**src/rtl/io_map_pkg.sv**
```systemverilog
// Address map and status-bit layout shared by the I/O responder and its bench.
package io_map_pkg;
  localparam logic [7:0] IO_STATUS  = 8'h00;
  localparam logic [7:0] IO_RX_DATA = 8'h04;
  localparam logic [7:0] IO_TX_DATA = 8'h08;
  localparam logic [7:0] IO_CYCLE   = 8'h10;
  localparam logic [7:0] IO_INST    = 8'h14;
  localparam logic [7:0] IO_CNT_RST = 8'h18;

  localparam int STAT_TX_NOTFULL  = 0;
  localparam int STAT_RX_NONEMPTY = 1;
endpackage

```
**src/rtl/sync_fifo.sv**
```systemverilog
// Single-clock FIFO with a combinational head; push refused when full, pop ignored when empty.
module sync_fifo #(
  parameter int WIDTH = 8,
  parameter int DEPTH = 8
) (
  input  logic             clk,
  input  logic             rst,
  input  logic             push,
  input  logic [WIDTH-1:0] din,
  input  logic             pop,
  output logic [WIDTH-1:0] dout,
  output logic             full,
  output logic             empty
);
  localparam int AW = $clog2(DEPTH);
  localparam logic [AW:0] FULL_CNT = (AW+1)'(DEPTH);

  logic [WIDTH-1:0] mem_q [DEPTH];
  logic [AW-1:0]    wr_ptr_q, wr_ptr_d;
  logic [AW-1:0]    rd_ptr_q, rd_ptr_d;
  logic [AW:0]      count_q, count_d;
  logic             do_push, do_pop;

  assign full    = (count_q == FULL_CNT);
  assign empty   = (count_q == '0);
  // Flags are taken from the pre-edge count, so a full FIFO refuses a push even alongside a pop.
  assign do_push = push && !full;
  assign do_pop  = pop && !empty;
  assign dout    = mem_q[rd_ptr_q];

  always_comb begin
    wr_ptr_d = wr_ptr_q;
    rd_ptr_d = rd_ptr_q;
    count_d  = count_q;
    if (do_push) wr_ptr_d = wr_ptr_q + 1'b1;
    if (do_pop)  rd_ptr_d = rd_ptr_q + 1'b1;
    case ({do_push, do_pop})
      2'b10:   count_d = count_q + 1'b1;
      2'b01:   count_d = count_q - 1'b1;
      default: count_d = count_q;
    endcase
  end

  always_ff @(posedge clk or negedge rst) begin
    if (!rst) begin
      wr_ptr_q <= '0;
      rd_ptr_q <= '0;
      count_q  <= '0;
    end else begin
      wr_ptr_q <= wr_ptr_d;
      rd_ptr_q <= rd_ptr_d;
      count_q  <= count_d;
    end
  end

  always_ff @(posedge clk) begin
    if (do_push) mem_q[wr_ptr_q] <= din;
  end
endmodule

```
**src/rtl/io_responder.sv**
```systemverilog
// Memory-mapped I/O responder: UART RX/TX FIFOs plus cycle and retired-instruction counters.
module io_responder
  import io_map_pkg::*;
#(
  parameter int FIFO_DEPTH = 8
) (
  input  logic        clk,
  input  logic        rst,
  input  logic [31:0] io_addr,
  input  logic [31:0] io_wdata,
  input  logic        io_we,
  input  logic        io_re,
  output logic [31:0] io_rdata,
  input  logic        inst_retire,
  output logic [7:0]  uart_tx_data,
  output logic        uart_tx_valid,
  input  logic        uart_tx_ready,
  input  logic [7:0]  uart_rx_data,
  input  logic        uart_rx_valid,
  output logic        uart_rx_ready
);
  logic [7:0]  offs;
  logic        tx_full, tx_empty, rx_full, rx_empty;
  logic [7:0]  rx_head;
  logic        rx_pop, tx_push, cnt_clr;
  logic [31:0] rdata_q, rdata_d;
  logic [31:0] cycle_q, cycle_d;
  logic [31:0] inst_q, inst_d;
  logic [31:0] status;
  logic        unused_bits;

  assign offs        = io_addr[7:0];
  assign unused_bits = ^{io_addr[31:8], io_wdata[31:8]};

  assign rx_pop  = io_re && (offs == IO_RX_DATA);
  assign tx_push = io_we && (offs == IO_TX_DATA);
  assign cnt_clr = io_we && (offs == IO_CNT_RST);

  assign uart_rx_ready = !rx_full;
  assign uart_tx_valid = !tx_empty;

  sync_fifo #(.WIDTH(8), .DEPTH(FIFO_DEPTH)) u_rx_fifo (
    .clk   (clk),
    .rst   (rst),
    .push  (uart_rx_valid),
    .din   (uart_rx_data),
    .pop   (rx_pop),
    .dout  (rx_head),
    .full  (rx_full),
    .empty (rx_empty)
  );

  sync_fifo #(.WIDTH(8), .DEPTH(FIFO_DEPTH)) u_tx_fifo (
    .clk   (clk),
    .rst   (rst),
    .push  (tx_push),
    .din   (io_wdata[7:0]),
    .pop   (uart_tx_ready),
    .dout  (uart_tx_data),
    .full  (tx_full),
    .empty (tx_empty)
  );

  always_comb begin
    status                   = '0;
    status[STAT_TX_NOTFULL]  = !tx_full;
    status[STAT_RX_NONEMPTY] = !rx_empty;
  end

  always_comb begin
    rdata_d = '0;
    case (offs)
      IO_STATUS:  rdata_d = status;
      IO_RX_DATA: rdata_d = rx_empty ? 32'h0 : {24'h0, rx_head};
      IO_CYCLE:   rdata_d = cycle_q;
      IO_INST:    rdata_d = inst_q;
      default:    rdata_d = '0;
    endcase
  end

  // A counter-reset write overrides any increment landing on the same edge.
  always_comb begin
    cycle_d = cycle_q + 32'd1;
    inst_d  = inst_q + {31'h0, inst_retire};
    if (cnt_clr) begin
      cycle_d = '0;
      inst_d  = '0;
    end
  end

  always_ff @(posedge clk or negedge rst) begin
    if (!rst) begin
      rdata_q <= '0;
      cycle_q <= '0;
      inst_q  <= '0;
    end else begin
      if (io_re) rdata_q <= rdata_d;
      cycle_q <= cycle_d;
      inst_q  <= inst_d;
    end
  end

  assign io_rdata = rdata_q;
endmodule

```
**config.mk**
```make
export PLATFORM = sky130hd
export DESIGN_NAME = io_responder
export DESIGN_NICKNAME = d
export VERILOG_FILES = /design/src/rtl/io_map_pkg.sv /design/src/rtl/sync_fifo.sv /design/src/rtl/io_responder.sv
export SDC_FILE = /design/constraint.sdc
export NUM_CORES = 1
export LEC_CHECK = 0
export CORE_ASPECT_RATIO = 1.2
export CORE_MARGIN = 4
export CORE_UTILIZATION = 40
export DETAILED_ROUTE_END_ITERATION = 6
export GPL_ROUTABILITY_DRIVEN = 0
export PLACE_DENSITY = 0.66
export SLEW_MARGIN = 10
export SYNTH_ARGS = -nofsm -noshare
export SYNTH_HDL_FRONTEND = slang
export SYNTH_SLANG_ARGS = --single-unit
```
**constraint.sdc**
```tcl
create_clock -name clk -period 4 [get_ports clk]
set_input_delay 0.6 -clock clk [delete_from_list [all_inputs] [get_ports clk]]
set_output_delay 0.6 -clock clk [all_outputs]
set_load 0.05 [all_outputs]
```
== Word level (Yosys, flattened, before mapping) ==
Memory sizes are Yosys's and may differ from the RTL's.
Index checks and enable logic that the tools add are counted.
W data, S select, Z words.
Storage, ports and cells
  register bits: 116
  RAM bits: 128
  input bits: 79
  output and inout port bits: 42
  word-level logic and storage cells: 58
  memories kept: 2
Memory list
  u_rx_fifo.mem_q: depth 8, bits a word 8, read ports 1, clocked after memory_dff 0, write ports 1, line sync_fifo.sv:18  | logic [WIDTH-1:0] mem_q [DEPTH];
  u_tx_fifo.mem_q: depth 8, bits a word 8, read ports 1, clocked after memory_dff 0, write ports 1, line sync_fifo.sv:18
Cells by class
  add/sub/neg operators: 10
  equality and inequality tests: 11
  mux-type cells: 10
  reductions and logical operators: 16
Operators with widths (count)
  $pmux W32 S4: 1
  $mux W32: 2
  $add A32 B1 Y32: 1
  $add A32 B1 Y32 const B: 1
  $eq A8 B5 Y1 const B: 3
  $pmux W4 S2: 2
  $add A3 B1 Y3 const B: 4
  $add A4 B1 Y4 const B: 2
  $eq A4 B4 Y1 const B: 2
  $eq A8 B3 Y1 const B: 1
  $eq A8 B4 Y1 const B: 1
  $logic_not A4 Y1: 2
  $logic_not A8 Y1: 1
  $mux W8: 1
  $sub A4 B1 Y4 const B: 2
  $logic_and A1 B1 Y1: 7
  $eq A2 B1 Y1 const B: 2
  $eq A2 B2 Y1 const B: 2
  $logic_not A1 Y1: 4
  $mux W1: 4
  $reduce_bool A2 Y1: 2

== Logic depth before layout (Yosys ltp) ==
  word-level depth: 5
  depth in mapped cells: 13
  mapped depth without buffers: 11

== Hierarchy ==
Synthesis repeated with hierarchy kept, for this count alone.
Unflattened totals
  cell total of the unflattened synthesis: 769
  area total of the unflattened synthesis: 11003.1 sq um
Modules (own cells, without submodules)
  sync_fifo: times used 2, cells an instance 160, area an instance 3124.2 sq um
  io_responder: times used 1, cells an instance 449, area an instance 4754.6 sq um

== Least setup slack after synthesis ==
OpenSTA, ideal clock, no wires.
  kind: input port to flip-flop
  from: input port io_addr[2]
  to: register u_rx_fifo.count_q[2]
  library setup time: 0.125 ns
  data arrival time: 2.603 ns
  required time: 3.875 ns
  path slack: 1.272 ns
  stages: 13
  path buffers: 2
  cell sequence: buf_4 inv_2 or3_1 or2_1 buf_2 inv_2 ha_1 xor2_1 ha_1 a21oi_1 xor2_1 nor2_1 xor2_1
Between the ends
  cells in the longest elaborated chain, start to end: 5
  elaborated cells between the ends (all ways): 7
  classes of those cells: eq/ne (3); mux (1); reduce/logical (3)
RTL lines
  start, declared: line io_responder.sv:9  | input logic [31:0] io_addr,
  $eq A8 B3 Y1 *: line io_responder.sv:35  | assign rx_pop = io_re && (offs == IO_RX_DATA);
  $logic_and A1 B1 Y1 *: line io_responder.sv:35
  $logic_and A1 B1 Y1 *: line sync_fifo.sv:28  | assign do_pop = pop && !empty;
  named net u_rx_fifo.do_pop: line sync_fifo.sv:22  | logic do_push, do_pop;
  $eq A2 B1 Y1 / $eq A2 B2 Y1 (equally long branches): line sync_fifo.sv:37  | case ({do_push, do_pop})
  $pmux W4 S2 / $reduce_bool A2 Y1 (equally long branches)
  end signal, assigned: line sync_fifo.sv:52  | count_q <= count_d;
  end, declared: line sync_fifo.sv:21  | logic [AW:0] count_q, count_d;
The timed path passes the listed nets; every way through them passes the cells marked *.
A chain may end at the register's enable or synchronous reset.

== Worst setup path after layout ==
  from: register u_tx_fifo.rd_ptr_q[0]
  to: output port uart_tx_data[6]
Between the ends
  cells in the longest elaborated chain, start to end: 1
RTL lines
  start, declared: line sync_fifo.sv:20  | logic [AW-1:0] rd_ptr_q, rd_ptr_d;
  start signal, assigned: line sync_fifo.sv:51  | rd_ptr_q <= rd_ptr_d;
  $mem_v2 Z8 W8
  end, declared: line io_responder.sv:15  | output logic [7:0] uart_tx_data,
No other way between the ends.

==> run metrics <==
Syn Std Cell Area 10600 um^2; CTS Buf Count 26; clock tree from TritonCTS built; Setup WS post-layout 0.624 ns; pre-CTS setup slack 0.558 ns; count of different cell masters after synthesis 57; DR iter-0 viols 372; Resize count post-CTS 0; Nets 929; Placed Area 11800 um^2; DR WL/cell 18.3 um; Worst Path Required 3.40 ns; unrepaired setup endpoints after global routing false; number of enable flip-flop cells after synthesis 128; vias post-DR 6374; PortBufs 72; Ports 121; core area 26300 um^2; die width 157 um; Crit-path slowest cell clkdlybuf4s50_1; clk_skew 0.0149 ns; Pwr per Cell Area 557 nW/um^2; Final ANT Viol Nets 0; CTS root buffer clkbuf_16; Setup crit end kind output pin; list of most frequent post-synthesis cells edfxtp_1, dfrtp_1, nor2_1; fillers 2296; vias in the first global route 6662; gr usage total 15.1%; Mapped Cells 747; CP cell instances buf_4, mux4_2, mux2_2, clkdlybuf4s50_1; yosys warns 0; CP arrival 2.78 ns; top cells by area, synth edfxtp_1, dfrtp_1, mux4_2, xor2_1, nor2_1; Hold Violations, Final 0; Worst setup SP type register; via/cell ratio 5.36; top cell type's share of synthesized area 36.2%; Routed WL 21.8 mm; Slew HR 32.4%; FFs w/ async S/R, synth 47.5%; worst setup path class register to output pin; Worst Tran Pin Value 1.01 ns; cts hold-fix bufs 0; most frequent cell after synthesis edfxtp_1; area leader, netlist edfxtp_1; Sink Count 244; crit-path max cell delay 0.70 ns; Setup TNS 0 ns; row cnt 65; height of the die 186 um; clk_lat worst skew 0.52 ns; Clock H-tree levels 1; WHS 0.195 ns; status completed; syn_area_per_cell 14.2 um^2; Post-CTS Setup Repair Bufs 0; Synth Net Count 840; GRT Residual Overflow 0; area of the multi-input gates 3700 um^2; fin crit period 3.38 ns; synthesis-stage register bit count 244; Fmax achieved 296 MHz; Setup-failing EPs final 0; Worst IR Drop VDD 0.000395 V; clock-pin slew on the worst setup and hold paths 0.06 ns; dominant synthesized flop cell edfxtp_1; CP max FO 16; final non-filler cell area 12600 um^2; drt first pass iters 5; Layout area overhead 19.0%; max-slew violations 0; Leak Pwr 4.73 nW; first-pass GRT wire length 35.9 mm; Power, Total 7.04 mW; initial antenna violation count 0; share of post-route cells with drive strength above 1 13.9%; # diodes 0; maxcap violations 0; Die Footprint 29200 um^2; register area share after synthesis 63.5%; detailed-route DRC error count 0; Hold WC Path Type input port to asynchronous set/reset pin; largest net degree at the start of global routing 70; maximum clock path buffer count 3; Initial Util 40.4%; Tcrit/Tclk final 84.4%; detailed placement HPWL 14.3 mm; register area 6750 um^2
-- routing by layer --
metal / vias to the layer above / routed length (um) / GRT usage [%]
met5: - / 0 / 0
li1: 2994 / - / -
met4: 0 / 522 / 4.64
met2: 154 / 10400 / 23.9
met1: 3189 / 9700 / 21.7
met3: 37 / 1160 / 2.32
-- layout by cell type (no fill, tap or decap), types with 6 or more instances in the layout --
master,count
edfxtp_1,128
dfrtp_1,116
nor2_1,79
clkdlybuf4s50_1,71
xor2_1,51
nand2_1,42
mux4_2,30
clkbuf_16,27
nand3_1,25
nand4_1,25
a22oi_1,24
o2bb2ai_1,24
xnor2_1,21
buf_4,19
mux2i_1,17
ha_1,13
mux2_2,12
and3_1,10
inv_1,8
clkbuf_1,7
and4_1,6
o21ai_0,6
and2_1,6
o221ai_1,6
clkinv_1,6
-- flip-flops by register name, indices dropped and copies added (netlist names) --
register	cells
u_tx_fifo.rd_ptr_q	3
cycle_q	32
inst_q	32
u_tx_fifo.count_q	4
u_rx_fifo.wr_ptr_q	3
u_tx_fifo.mem_q	64
io_rdata	32
u_tx_fifo.wr_ptr_q	3
u_rx_fifo.count_q	4
u_rx_fifo.mem_q	64
u_rx_fifo.rd_ptr_q	3
-- metrics by stage --
stage | utilization (%) | std cells
global placement | 44.8 | 1143
detailed placement | 44.8 | 1143
CTS | 48.1 | 1190
finish | 48.1 | 1190
floorplan | - | 747
global route | 48.1 | 1190
-- cell type report --
class | count | area share, %
Timing Repair Buffer | 91 | 6.91
Tap cell | 335 | 3.32
Multi-Input combinational cell | 462 | 29.3
Clock inverter | 13 | 1.25
Inverter | 11 | 0.327
Sequential cell | 244 | 53.4
Clock buffer | 34 | 5.55
-- worst max-delay path, delay by kind of cell, from the launching register on --
family / cells / cell delay [ns]
mux: 2 / 0.84
flops: 1 / 0.39
buf+inv: 2 / 1.04
-- path summary, 6_finish.rpt --
path                                       start              endpoint  slack [ns]  cells past startpoint
hold / removal                               rst          io_rdata[19]        0.20                      1
setup / recovery           u_tx_fifo.rd_ptr_q[0]       uart_tx_data[6]        0.62                      4
min in group clk                    io_rdata[16]          io_rdata[16]        0.48                      1
hold reg to reg                     io_rdata[16]          io_rdata[16]        0.48                      1
max in group asynchronous                    rst           io_rdata[4]        2.88                      2
setup reg to reg            u_rx_fifo.count_q[0]  u_rx_fifo.count_q[2]        1.20                     11
-- kinds of logic after synthesis --
family                   synth area share [%]
multiplexers                             9.24
flip-flops                               63.5
XOR/XNOR                                 5.94
AND/OR/NAND/NOR                          12.3
adder cells (fa/ha/maj)                  1.72
AO/OA/AOI/OAI                            5.49
buffers and inverters                    1.79
-- report_power, final --
group | internal [mW] | leakage, nW | total (mW) | switching (mW)
combinational | 0.634 | 1.61 | 1.35 | 0.719
clock | 1.48 | 0.419 | 2.43 | 0.941
sequential | 2.93 | 2.70 | 3.26 | 0.335
total | 5.05 | 4.73 | 7.04 | 1.99
Power figures use the tool's default switching activity.
